===== config.mk =====
export PLATFORM = sky130hd
export DESIGN_NAME = eeg_dct_framer
export DESIGN_NICKNAME = d
export VERILOG_FILES = /design/src/rtl/eeg_dct_pkg.sv /design/src/rtl/eeg_dct_pingpong_bank.sv /design/src/rtl/eeg_dct_framer.sv
export SDC_FILE = /design/constraint.sdc
export NUM_CORES = 1
export LEC_CHECK = 0
export ABC_AREA = 1
export CAP_MARGIN = 20
export CELL_PAD_IN_SITES_DETAIL_PLACEMENT = 1
export CELL_PAD_IN_SITES_GLOBAL_PLACEMENT = 1
export CORE_ASPECT_RATIO = 0.75
export CORE_MARGIN = 2
export CORE_UTILIZATION = 35
export CTS_CLUSTER_DIAMETER = 50
export DETAILED_ROUTE_END_ITERATION = 8
export HOLD_SLACK_MARGIN = 0.02
export PLACE_DENSITY_LB_ADDON = 0.1
export SLEW_MARGIN = 0
export SYNTH_ARGS = -nofsm -noshare
export SYNTH_HDL_FRONTEND = slang
export SYNTH_SLANG_ARGS = --single-unit

===== constraint.sdc =====
create_clock -name clk -period 6.3 [get_ports clk]
set_clock_uncertainty 0.1 [all_clocks]
set_input_delay 1.89 -clock clk [delete_from_list [all_inputs] [get_ports clk]]
set_output_delay 1.89 -clock clk [all_outputs]
set_load 0.1 [all_outputs]

===== src/rtl/eeg_dct_pkg.sv =====
// Shared types and constants for the EEG-to-DCT framing path.
// One frame is eight signed 8-bit samples; the DCT core produces 19-bit coefficients.
package eeg_dct_pkg;

    localparam int unsigned FRAME_LEN = 8;
    localparam int unsigned SAMPLE_W  = 8;
    localparam int unsigned COEF_W    = 19;

    typedef logic signed [SAMPLE_W-1:0] sample_t;
    // Element 0 is the oldest sample of the frame.
    typedef sample_t [FRAME_LEN-1:0] frame_t;

endpackage


===== src/rtl/eeg_dct_pingpong_bank.sv =====
// Ping-pong sample store: one bank collects samples while the other presents a frame.
// A full write bank waits as "pending" until the presented frame is consumed.
module eeg_dct_pingpong_bank
    import eeg_dct_pkg::*;
#(
    parameter int unsigned FRAME_LEN = eeg_dct_pkg::FRAME_LEN
) (
    input  logic    i_clk,
    input  logic    i_rst,
    input  logic    i_wr_en,
    input  sample_t i_wr_data,
    input  logic    i_flush,
    input  logic    i_consume,
    output frame_t  o_frame,
    output logic    o_valid,
    output logic    o_full
);

    localparam int unsigned      IDX_W    = $clog2(FRAME_LEN);
    localparam logic [IDX_W-1:0] LAST_IDX = IDX_W'(FRAME_LEN - 1);

    frame_t           r_wr_bank;
    frame_t           r_rd_bank;
    frame_t           w_fill;
    logic [IDX_W-1:0] r_wr_idx;
    logic             r_full;
    logic             r_valid;
    logic             w_complete;
    logic             w_swap;

    // Flush wins over a completing write, so a flushed 8th sample never swaps in.
    assign w_complete = i_wr_en & ~i_flush & (r_wr_idx == LAST_IDX);
    assign w_swap     = ~i_flush & (r_full | w_complete) & (~r_valid | i_consume);

    // Write bank as it will look including this cycle's sample, so a swap
    // on the completing write carries the 8th sample straight across.
    always_comb begin
        w_fill = r_wr_bank;
        if (i_wr_en) begin
            w_fill[r_wr_idx] = i_wr_data;
        end
    end

    always_ff @(posedge i_clk or posedge i_rst) begin
        if (i_rst) begin
            r_wr_bank <= '0;
            r_rd_bank <= '0;
            r_wr_idx  <= '0;
            r_full    <= 1'b0;
            r_valid   <= 1'b0;
        end else begin
            if (i_wr_en && !i_flush) begin
                r_wr_bank[r_wr_idx] <= i_wr_data;
            end

            if (w_swap) begin
                r_rd_bank <= w_fill;
                r_valid   <= 1'b1;
            end else if (i_consume) begin
                r_valid <= 1'b0;
            end

            if (i_flush || w_swap) begin
                r_wr_idx <= '0;
                r_full   <= 1'b0;
            end else if (w_complete) begin
                r_wr_idx <= '0;
                r_full   <= 1'b1;
            end else if (i_wr_en) begin
                r_wr_idx <= r_wr_idx + 1'b1;
            end
        end
    end

    assign o_frame = r_rd_bank;
    assign o_valid = r_valid;
    assign o_full  = r_full;

endmodule


===== src/rtl/eeg_dct_framer.sv =====
// Frames a serial EEG sample stream into 8-sample blocks for the 8-point DCT core,
// driving its capture/select strobes and tracking coefficient latency.
module eeg_dct_framer
    import eeg_dct_pkg::*;
#(
    parameter int unsigned FRAME_LEN = eeg_dct_pkg::FRAME_LEN,
    parameter int unsigned DCT_LAT   = 1,
    parameter int unsigned CNT_W     = 16
) (
    input  logic             clk,
    input  logic             rst,
    input  logic             blk_enable,
    input  logic             flush,
    input  sample_t          sample_in,
    input  logic             sample_valid,
    output logic             sample_ready,
    input  logic             frame_ready,
    output logic             frame_valid,
    output sample_t          samp0,
    output sample_t          samp1,
    output sample_t          samp2,
    output sample_t          samp3,
    output sample_t          samp4,
    output sample_t          samp5,
    output sample_t          samp6,
    output sample_t          samp7,
    output logic             dct_en,
    output logic             dct_cs,
    output logic             coef_valid,
    output logic [CNT_W-1:0] frame_cnt,
    output logic             overflow
);

    logic               r_live;
    logic               r_dct_cs;
    logic               r_overflow;
    logic [DCT_LAT-1:0] r_coef_pipe;
    logic [CNT_W-1:0]   r_frame_cnt;

    logic   w_sample_ready;
    logic   w_accept;
    logic   w_dct_en;
    logic   w_bank_full;
    logic   w_frame_valid;
    frame_t w_frame;

    // r_live holds sample_ready low for the first cycle after reset release.
    assign w_sample_ready = r_live & blk_enable & ~(w_bank_full & w_frame_valid);
    assign w_accept       = sample_valid & w_sample_ready;
    assign w_dct_en       = w_frame_valid & frame_ready;

    eeg_dct_pingpong_bank #(
        .FRAME_LEN (FRAME_LEN)
    ) u_bank (
        .i_clk     (clk),
        .i_rst     (rst),
        .i_wr_en   (w_accept),
        .i_wr_data (sample_in),
        .i_flush   (flush),
        .i_consume (w_dct_en),
        .o_frame   (w_frame),
        .o_valid   (w_frame_valid),
        .o_full    (w_bank_full)
    );

    always_ff @(posedge clk or posedge rst) begin
        if (rst) begin
            r_live      <= 1'b0;
            r_dct_cs    <= 1'b0;
            r_overflow  <= 1'b0;
            r_coef_pipe <= '0;
            r_frame_cnt <= '0;
        end else begin
            r_live     <= 1'b1;
            r_dct_cs   <= blk_enable;
            r_overflow <= r_overflow | (sample_valid & blk_enable & ~w_sample_ready);
            if (w_dct_en) begin
                r_frame_cnt <= r_frame_cnt + CNT_W'(1);
            end
            r_coef_pipe[0] <= w_dct_en;
            for (int unsigned i = 1; i < DCT_LAT; i++) begin
                r_coef_pipe[i] <= r_coef_pipe[i-1];
            end
        end
    end

    assign sample_ready = w_sample_ready;
    assign frame_valid  = w_frame_valid;
    assign dct_en       = w_dct_en;
    assign dct_cs       = r_dct_cs;
    assign coef_valid   = r_coef_pipe[DCT_LAT-1];
    assign frame_cnt    = r_frame_cnt;
    assign overflow     = r_overflow;

    assign samp0 = w_frame[0];
    assign samp1 = w_frame[1];
    assign samp2 = w_frame[2];
    assign samp3 = w_frame[3];
    assign samp4 = w_frame[4];
    assign samp5 = w_frame[5];
    assign samp6 = w_frame[6];
    assign samp7 = w_frame[7];

endmodule


; ---- Word level (Yosys, flattened, before mapping)
; Index checks and enable logic that the tools add are counted.
[op_classes]
n_eq_ne = 1
n_mux = 11
n_reduce_logical = 7
add_sub_neg = 2
bitwise_logic = 18
order_cmp = 2
[op_table]
columns = op, n
row1 = $bwmux 64, 1
row2 = $mux 64, 1
row3 = $demux 8 s3, 1
row4 = $add 16x1->16 const B, 1
row5 = $and 1x1->1, 11
row6 = $mux 3, 3
row7 = $mux 8, 1
row8 = $lt 3x4->1 const B, 1
row9 = $mux 1, 4
row10 = $not 1->1, 4
row11 = $reduce_bool 2->1, 2
row12 = $add 3x1->3 const B, 1
row13 = $eq 3x3->1 const B, 1
row14 = $ge 3x1->1 const B, 1
row15 = $or 1x1->1, 3
row16 = $reduce_bool 3->1, 1
row17 = $logic_and 1x1->1, 2
row18 = $logic_not 1->1, 1
row19 = $logic_or 1x1->1, 1
[totals]
in_bits = 14
out_inout_bits = 86
register_bits = 153
elab_cells = 65

; ---- Depth between registers and ports, before layout
[depth]
depth_word = 11
mapped_depth = 9
depth_no_buf = 9

; ---- Cells and area by module
; Synthesis repeated with hierarchy kept, for this count alone.
[hier_totals]
cells_unflattened = 980
area_unflattened_um2 = 7649.8
[by_module_without_submodules]
columns = module, instances, cells_each, area_per_inst_um2, seq_area_each_um2
row1 = eeg_dct_pingpong_bank, 1, 859, 6651.4, 3328.2
row2 = eeg_dct_framer, 1, 121, 998.5, 500.5

; ---- Worst setup path before layout
; No wires, ideal clock.
[synth_path]
path_type = input port to output port
start = input port frame_ready
end = output port dct_en
n_path_buf = 0
arrival_time_ns = 2.681
stages = 2
path_slack_ns = 1.629
t_required_ns = 4.310
cell_sequence = nand2_2 -> inv_1
[synth_between]
elab_chain_cells = 1
[synth_rtl]
columns = item, line_no
row1 = start: declaration, eeg_dct_framer.sv:17  ; input logic frame_ready,
row2 = $and 1x1->1, eeg_dct_framer.sv:50  ; assign w_dct_en = w_frame_valid & frame_ready;
row3 = end: declaration, eeg_dct_framer.sv:27  ; output logic dct_en,
; No other way between the ends.

; ---- Worst setup path in the final report
; Same ends and word-level chain as after synthesis.

==> flow_summary_export.csv <==
group,metric,value,unit
drt,drtIter0Drc,491,
placement,io_buffer_count,99,
clock_tree,cts_tree,"done",
drt,wire_per_inst,16.4,um
timing,setup_viol,0,
placement,dp.cells,1457,
final_layout,fin_util,43.8,%
synthesis,syn_area,0.00804,mm^2
global_routing,grt_usage,21.2,%
synthesis,ys_types,28,
synthesis,synth_warnings,0,
final_layout,regArea,0.00383,mm^2
synthesis,ys_seq_area_share,47.6,%
clock_tree,cts_made_buffers,17,
timing,slew_violations,0,
drt,routed_wl,24.4,mm
floorplan,die_y,135,um
pwr,ir_drop,0.168,mV
synthesis,synth_area_per_cell,7.17,um^2
timing,hold_violations,0,
placement,dp_slack,1320,ps
synthesis,ys_ff_latch,153,
final_layout,syn_to_final_growth,21.5,%
global_routing,grt_overflow_total,0,
final_layout,fillerInstances,2786,
clock_tree,cts_root_buffer,"clkbuf_16",
final_layout,multi_input_area,0.00371,mm^2
clock_tree,cts_resized,0,
timing,fin_crit_sh,78.9,%
critical_path,cp-start-kind,"input pin",
floorplan,die_area,0.0242,mm^2
drt,detail_route.vias_per_cell,4.93,
critical_path,cp-startpoint,"frame_ready",
timing,finalSetupTns,0,ps
critical_path,worstPathMaxFanout,6,
clock_tree,cts_sinks,153,
clock_tree,cts_buffer_depth,2,
timing,period_needed,4970,ps
outcome,status,"finished, final reports clean",
floorplan,rows,47,
final_layout,final_cell_mix,"688 x nand2_1, 153 x dfrtp_1, 97 x clkdlybuf4s50_1, 88 x nand3_1, 43 x nand4_1",
floorplan,core_area,0.0223,mm^2
floorplan,pin_count,100,
critical_path,required,4310,ps
clock_tree,hold_buffers,0,
drt,vias,7337,
global_routing,grt_pass1_wl,40.2,mm
critical_path,crit_type,"input pin to output port",
global_routing,grt_max_degree,87,
final_layout,drive_above_1_share,6.28,%
timing,rsz0062_at_grt,"no",
critical_path,crit_path_end_kind,"output port",
synthesis,postSynthCellCount,1121,
critical_path,worst_ep_arrival_time,2980,ps
worst_hold_path,worstHoldStart,"u_bank.o_frame[55]$_DFFE_PP0P_",
synthesis,syn-num-nets,1138,
worst_hold_path,worstHoldPathType,"register to register",
clock_tree,clk_latency,430,ps
timing,layout_setup_ws,1330,ps
placement,hpwl,14.4,mm
drt,dr.pass1.iters,4,
timing,hold_slack,378,ps
drt,drc,0,
final_layout,antenna_cells,0,
global_routing,antenna_found_initial,0,
clock_tree,clkTransAtPathRegs,70,ps
timing,relSlewSlack,30.4,%
final_layout,final_cells,1489,
run,max_cap_viol_count,0,
pwr,power_density,243,mW/mm^2
floorplan,start_util,36.1,%
drt,antenna_left,0,
global_routing,grt_pass1_vias,7498,
critical_path,r2r-start,"u_bank.r_wr_idx[1]$_DFFE_PP0P_",
final_layout,nets,1199,
timing,worst_pin_slew,1040,ps
pwr,p_leak,5.31,nW
clock_tree,cts_setup_buffers,0,
floorplan,die_x,179,um
timing,max_freq,0.201,GHz
placement,gp_congestion,0.739,
final_layout,final_common_cell,"nand2_1",
clock_tree,htreeDepth,4,
## sequential cells by signal, indices dropped and copies added, names as in the netlist
signal            count
u_bank.r_wr_idx       3
u_bank.o_valid        1
coef_valid            1
r_live                1
overflow              1
dct_cs                1
frame_cnt            16
u_bank.o_frame       64
u_bank.r_wr_bank     64
u_bank.o_full         1
## worst max-delay path, cell delays in order
cell and delay [ps]:
clkdlybuf4s50_1 510, nand2_2 130, inv_1 150, buf_4 310
## cell usage after synthesis
library cell    n  area share (%)
nand2_1       688              32
dfrtp_1       153              48
nand3_1        88             5.5
nand4_1        43             3.3
buf_2          27             1.7
inv_1          18            0.84
clkbuf_1       16            0.75
buf_4          15             1.4
nor2_1         10            0.47
inv_2           9            0.42
nand3_2         8             1.0
xor2_1          7            0.76
buf_6           6            0.84
buf_1           4            0.19
nor2_2          4            0.31
xnor2_1         4            0.44
ha_1            3            0.47
nand2_2         3            0.23
nor2_4          3            0.42
o2111ai_1       3            0.33
o21bai_1        2            0.19
a21oi_1         1           0.062
clkbuf_2        1           0.062
conb_1          1           0.047
nand3_4         1            0.22
nand4_2         1            0.16
nor3_1          1           0.062
o21ai_0         1           0.062
## routing by layer
layer | global-route usage [%] | routed length, um | vias to the layer above
met4 | 5.19 | 223 | 0
met1 | 30.9 | 12300 | 3561
met5 | 0 | 0 | -
met3 | 3.90 | 1070 | 17
li1 | - | - | 3634
met2 | 32.7 | 10800 | 125
## area by class of cell
cell class              count  share of cell area [%]
repair buffers            111                    11.2
clock buffers              19                    4.54
well taps                 294                    3.77
flip-flops and latches    153                    39.2
multi-input cells         872                    38.0
clock inverters            13                    2.22
inverters                  27                    1.09
## kinds of logic after synthesis
logic type               share of synthesized area, %
AO/OA/AOI/OAI                                   0.638
other                                          0.0467
adder cells (fa/ha/maj)                         0.467
XOR/XNOR                                         1.20
buffers and inverters                            6.18
AND/OR/NAND/NOR                                  43.8
flip-flops                                       47.6
## worst paths after layout
check	end	slack, ps	cells after the start
setup / recovery	dct_en	1330	4
hold / removal	u_bank.o_frame[55]$_DFFE_PP0P_	380	2
setup reg to reg	u_bank.o_frame[22]$_DFFE_PP0P_	3430	9
hold reg to reg	u_bank.o_frame[55]$_DFFE_PP0P_	380	2
max in group asynchronous	u_bank.r_wr_bank[57]$_DFFE_PP0P_	3330	3
min in group asynchronous	u_bank.o_frame[16]$_DFFE_PP0P_	1900	2
## power by group
group | internal, mW | switching [mW]
registers | 1.01 | 0.0221
logic | 0.0454 | 0.128
clock network | 0.720 | 0.445
## stage by stage
step | instance area [um^2] | total power, mW
after floorplan | 8040 | 1.16
after global placement | 9100 | 1.22
after detailed placement | 9100 | 1.22
after CTS | 9760 | 2.40
after global routing | 9760 | 2.46
final | 9760 | 2.37
Power figures use the tool's default switching activity.
==> variant 1: new RTL, config.mk and constraints unchanged <==
Set the parameter `CNT_W` to 14 (it was 16).
--- a/src/rtl/eeg_dct_framer.sv
+++ b/src/rtl/eeg_dct_framer.sv
@@ -5,7 +5,7 @@
 #(
     parameter int unsigned FRAME_LEN = eeg_dct_pkg::FRAME_LEN,
     parameter int unsigned DCT_LAT   = 1,
-    parameter int unsigned CNT_W     = 16
+    parameter int unsigned CNT_W     = 14
 ) (
     input  logic             clk,
     input  logic             rst,
Ports: changed (resized frame_cnt); port bits go from 100 to 98. The function was not compared with the original's and may differ.
==> variant 1 against the original RTL <==
Count of clock-buffer cells in the layout up 2; worst setup slack worse by 120 ps; total power shrank 3.0%; synthesized area is 0.62% lower; final area shrank 1.3%; sequential cell count shrank 2; die area down 0.61%; wire length is 2.1% lower; critical path type unchanged.
==> variant 1: results (changes against the original RTL) <==
{| class="wikitable"
! Metric !! Value
|-
| PortBufs || 97 (-2.0%)
|-
| First-pass GRT wire length || 39.9 mm (-0.83%)
|-
| Run status || completed
|-
| Stage delay of the slowest cell on the critical path || 580 ps (+70 ps)
|-
| Detailed Route Iter0 Violations || 395 (-20%)
|-
| Area contributors post-synth || sky130_fd_sc_hd__dfrtp_1 47%, sky130_fd_sc_hd__nand2_1 32%, sky130_fd_sc_hd__nand3_1 5.5%, sky130_fd_sc_hd__nand4_1 3.4%, sky130_fd_sc_hd__buf_2 2.4%
|-
| Fraction of final layout cells sized beyond drive strength 1 || 6.28% (about the same)
|-
| Total number of vias || 7,302 (-0.48%)
|-
| Total placed cells including tap cells || 1,441 (-1.1%)
|-
| Area after detailed placement || 9020 sq um (-0.88%)
|-
| Average detailed-routed wire length per instance || 16.2 um (-1.1%)
|-
| Internal power component || 1.70 mW (-4.0%)
|-
| Top post-synthesis cells by count || 683 x sky130_fd_sc_hd__nand2_1, 151 x sky130_fd_sc_hd__dfrtp_1, 87 x sky130_fd_sc_hd__nand3_1, 43 x sky130_fd_sc_hd__nand4_1, 39 x sky130_fd_sc_hd__buf_2
|-
| IR drop worst, VDD || 0.178 mV (+6.0%)
|-
| Count of mapped cells out of synthesis || 1,108 (-1.2%)
|-
| Number of non-filler instances in the completed layout || 1,473 (-1.1%)
|-
| Post-DP HPWL || 14.6 mm (+1.0%)
|-
| Place WS || 1210 ps (-113 ps)
|-
| Post-layout net count || 1,183 (-1.3%)
|-
| Number of library cell types mapped by synthesis || 32 (+14%)
|-
| Largest fanout on the critical path || 5 (-1)
|-
| Transition at the pin with the smallest max-transition slack || 1040 ps (+2.34 ps)
|-
| Global placer's final weighted congestion || 0.751 (+1.5%)
|-
| Global Route Usage Sum || 21.1% (-0.16 points)
|-
| Vias in the first global route || 7,586 (+1.2%)
|}
==> variant 1: path summary, 6_finish.rpt <==
path                                         to  depth (start not counted)  slack [ps]
setup / recovery                         dct_en                          4        1210
hold / removal               u_bank.o_frame[38]                          2         380
setup reg to reg             u_bank.o_frame[27]                          9        3450
hold reg to reg              u_bank.o_frame[38]                          2         380
max in group asynchronous  u_bank.r_wr_bank[55]                          3        3270
min in group asynchronous    u_bank.o_frame[17]                          2        1880
==> variant 1: cells by family (layout without fill, tap and decap cells) <==
kind of cell,Yosys count,count (layout),share of synthesized area [%]
AOI/OAI and AO/OA,6,6,0.548
xor gates and xnor gates,9,9,0.987
adders and majority gates,3,3,0.470
buffers and inverters,97,168,6.30
DFF,151,151,47.3
other,1,1,0.0470
and+or+nand+nor,841,841,44.3
==> variant 1: power groups by stage <==
stage | clock network [mW] | logic, mW | registers, mW
2_1_floorplan | 0 | 0.113 | 1.06
3_3_place_gp | 0 | 0.193 | 1.04
3_5_place_dp | 0 | 0.197 | 1.04
4_1_cts | 1.11 | 0.198 | 1.02
5_1_grt | 1.15 | 0.218 | 1.02
6_report | 1.08 | 0.194 | 1.02
==> variant 1: area by class of cell <==
| class | count | area [sq um] | share of cell area [%] |
|---|---|---|---|
| clock inverters | 11 | 145 | 1.51 |
| inverters | 28 | 110 | 1.14 |
| multi-input cells | 860 | 3700 | 38.4 |
| repair buffers | 108 | 1060 | 11.0 |
| clock buffers | 21 | 470 | 4.88 |
| flip-flops and latches | 151 | 3780 | 39.2 |
| well taps | 294 | 368 | 3.82 |
==> variant 1: worst reg2reg max path: cells and delay by family, from the launching register on <==
family | cells | cell delay, ps
adders and majority gates | 2 | 490
and+or+nand+nor | 5 | 940
buffers and inverters | 2 | 880
DFF | 1 | 320
==> variant 1: layer usage <==
metal / share of wire, % / up-vias / GRT usage (%) / wire length (um)
li1: - / 3589 / - / -
met1: 51 / 3604 / 29.9 / 12100
met2: 45 / 92 / 33.4 / 10900
met3: 2.9 / 17 / 3.77 / 684
met4: 1.0 / 0 / 5.19 / 242
met5: 0 / - / 0 / 0
==> variant 2: new RTL, same settings <==
Without the edit above. Make the reset (`i_rst` and `rst`) synchronous in 2 clocked blocks.
--- a/src/rtl/eeg_dct_pingpong_bank.sv
+++ b/src/rtl/eeg_dct_pingpong_bank.sv
@@ -41,7 +41,7 @@
         end
     end
 
-    always_ff @(posedge i_clk or posedge i_rst) begin
+    always_ff @(posedge i_clk) begin
         if (i_rst) begin
             r_wr_bank <= '0;
             r_rd_bank <= '0;
--- a/src/rtl/eeg_dct_framer.sv
+++ b/src/rtl/eeg_dct_framer.sv
@@ -63,7 +63,7 @@
         .o_full    (w_bank_full)
     );
 
-    always_ff @(posedge clk or posedge rst) begin
+    always_ff @(posedge clk) begin
         if (rst) begin
             r_live      <= 1'b0;
             r_dct_cs    <= 1'b0;
Function: differs if rst is asserted again (counterexample within 4 cycles, from zero or initial values and one cycle with rst high); with rst held inactive, the same outputs for 10 cycles.
==> variant 2 against the original RTL <==
Worst setup slack lost 52 ps; wire length decreased by 11%; final area down 6.1%; total power shrank 4.3%; via count decreased by 0.55%; synthesized area down 8.2%; sequential power decreased by 4%; critical path depth unchanged; sequential share of layout area decreased by 5.8 points; sequential cell count unchanged.
==> variant 2: results (changes against the original RTL) <==
{| class="wikitable"
! Metric !! Value
|-
| Vias per cell || 4.72 (-4.3%)
|-
| Register-to-Register Setup Slack || 3780 ps (+350 ps)
|-
| Share of synthesized flip-flops with an asynchronous set or reset || 0% (-100 points)
|-
| Detailed Route Iter0 Violations || 356 (-27%)
|-
| Top post-synthesis cells by count || 401 x sky130_fd_sc_hd__nand2_1, 178 x sky130_fd_sc_hd__nor2_1, 153 x sky130_fd_sc_hd__dfxtp_1, 149 x sky130_fd_sc_hd__o21ai_0, 143 x sky130_fd_sc_hd__inv_1
|-
| Number of library cell types mapped by synthesis || 22 (-21%)
|-
| Post-DP HPWL || 13.7 mm (-4.8%)
|-
| Net count after synthesis || 1,208 (+6.2%)
|-
| Area after detailed placement || 8510 sq um (-6.5%)
|-
| Worst path arrival time || 3030 ps (+50 ps)
|-
| Total number of H-tree levels || 4 (unchanged)
|-
| Bufs on Longest Clock Path || 2 (unchanged)
|-
| Number of filler instances in the final layout || 2,676 (-3.9%)
|-
| Transition at the pin with the smallest max-transition slack || 1050 ps (+10.0 ps)
|-
| Antenna violations before repair || 1 (+1)
|-
| First-pass GRT wire length || 36.3 mm (-9.9%)
|-
| Run status || completed
|-
| Hold WC Path Type || reg2reg
|-
| IR drop worst, VDD || 0.136 mV (-19%)
|-
| Global placer's final weighted congestion || 0.726 (-1.8%)
|-
| Maximum number of pins on one net before global-route repair || 104 (+20%)
|-
| Post-synthesis average cell area || 6.19 sq um (-14%)
|-
| CTS Root Buffer Type || sky130_fd_sc_hd__clkbuf_16
|-
| Sequential-to-total area share from yosys stat || 41.5% (-6.1 points)
|-
| Total placed cells including tap cells || 1,515 (+4.0%)
|-
| Post-layout net count || 1,269 (+5.8%)
|-
| Area contributors post-synth || sky130_fd_sc_hd__dfxtp_1 42%, sky130_fd_sc_hd__nand2_1 20%, sky130_fd_sc_hd__o21ai_0 10%, sky130_fd_sc_hd__nor2_1 9.1%, sky130_fd_sc_hd__inv_1 7.3%
|-
| Predominant post-synthesis flop cell || sky130_fd_sc_hd__dfxtp_1
|-
| Vias in the first global route || 7,165 (-4.4%)
|-
| Detailed Route WL || 21.7 mm (-11%)
|-
| Number of buffers created by CTS || 17 (unchanged)
|-
| Maxcap violations || 0 (unchanged)
|-
| Clock-pin slew on the worst setup and hold paths || 60 ps
|-
| Family with the most delay on the worst path || buffers and inverters
|-
| Fraction of final layout cells sized beyond drive strength 1 || 4.03% (-2.2 points)
|-
| Total number of vias || 7,297 (-0.55%)
|-
| PortBufs || 99 (unchanged)
|-
| Number of hold buffers added after CTS || 0 (unchanged)
|-
| Static leakage || 4.17 nW (-22%)
|-
| Largest fanout on the critical path || 7 (+1)
|-
| Stage delay of the slowest cell on the critical path || 480 ps (-30 ps)
|-
| Global Route Usage Sum || 20.7% (-0.49 points)
|}
[variant 2: worst register-to-register path, delay by kind of cell (launching register included)]
kind / cells / cell delay, ps
buffers and inverters: 3 / 1050
and+or+nand+nor: 5 / 820
DFF: 1 / 370
AOI/OAI and AO/OA: 1 / 120
[variant 2: worst paths after layout]
kind / start / endpoint / depth (start not counted)
min: overflow / overflow / 2
min reg2reg: overflow / overflow / 2
max reg2reg: u_bank.o_valid / u_bank.r_wr_bank[40] / 9
max: frame_ready / dct_en / 4
[variant 2: layer usage]
metal  GRT usage, %  wire (um)
met5              0          0
met4           6.68        306
met3           4.03        825
met2           32.6       9340
met1           28.8      11200
[variant 2: final cells by class]
class	count	area, sq um	area share, %
clock inverter	11	194	2.12
timing repair buffer	106	1060	11.6
tap	282	353	3.85
sequential	153	3060	33.4
clock buffer	21	460	5.02
inverter	149	561	6.11
multi-input combinational	825	3470	37.9
[variant 2: cells by family (layout without fill, tap and decap cells)]
group | Yosys count | count (layout) | synth area share, %
and+or+nand+nor | 597 | 597 | 31.0
AOI/OAI and AO/OA | 222 | 222 | 15.1
buffers and inverters | 213 | 287 | 11.5
DFF | 153 | 153 | 41.5
adders and majority gates | 3 | 3 | 0.509
xor gates and xnor gates | 3 | 3 | 0.356
[variant 2: where the power goes]
group          switching (mW)  total (mW)  leakage [nW]  internal, mW
clock network           0.427        1.15         0.306         0.724
registers             0.00739       0.989          1.24         0.981
logic                  0.0903       0.125          2.62        0.0352
total                   0.525        2.27          4.17          1.74
[variant 2: stage by stage]
stage               power [mW]  hold WS, ps  setup WS [ps]
detailed placement        1.14          350           1270
finish                    2.27          360           1280
global placement          1.13          352           1270
global route              2.35          383           1210
floorplan                 1.09          339           1800
CTS                       2.29          366           1260
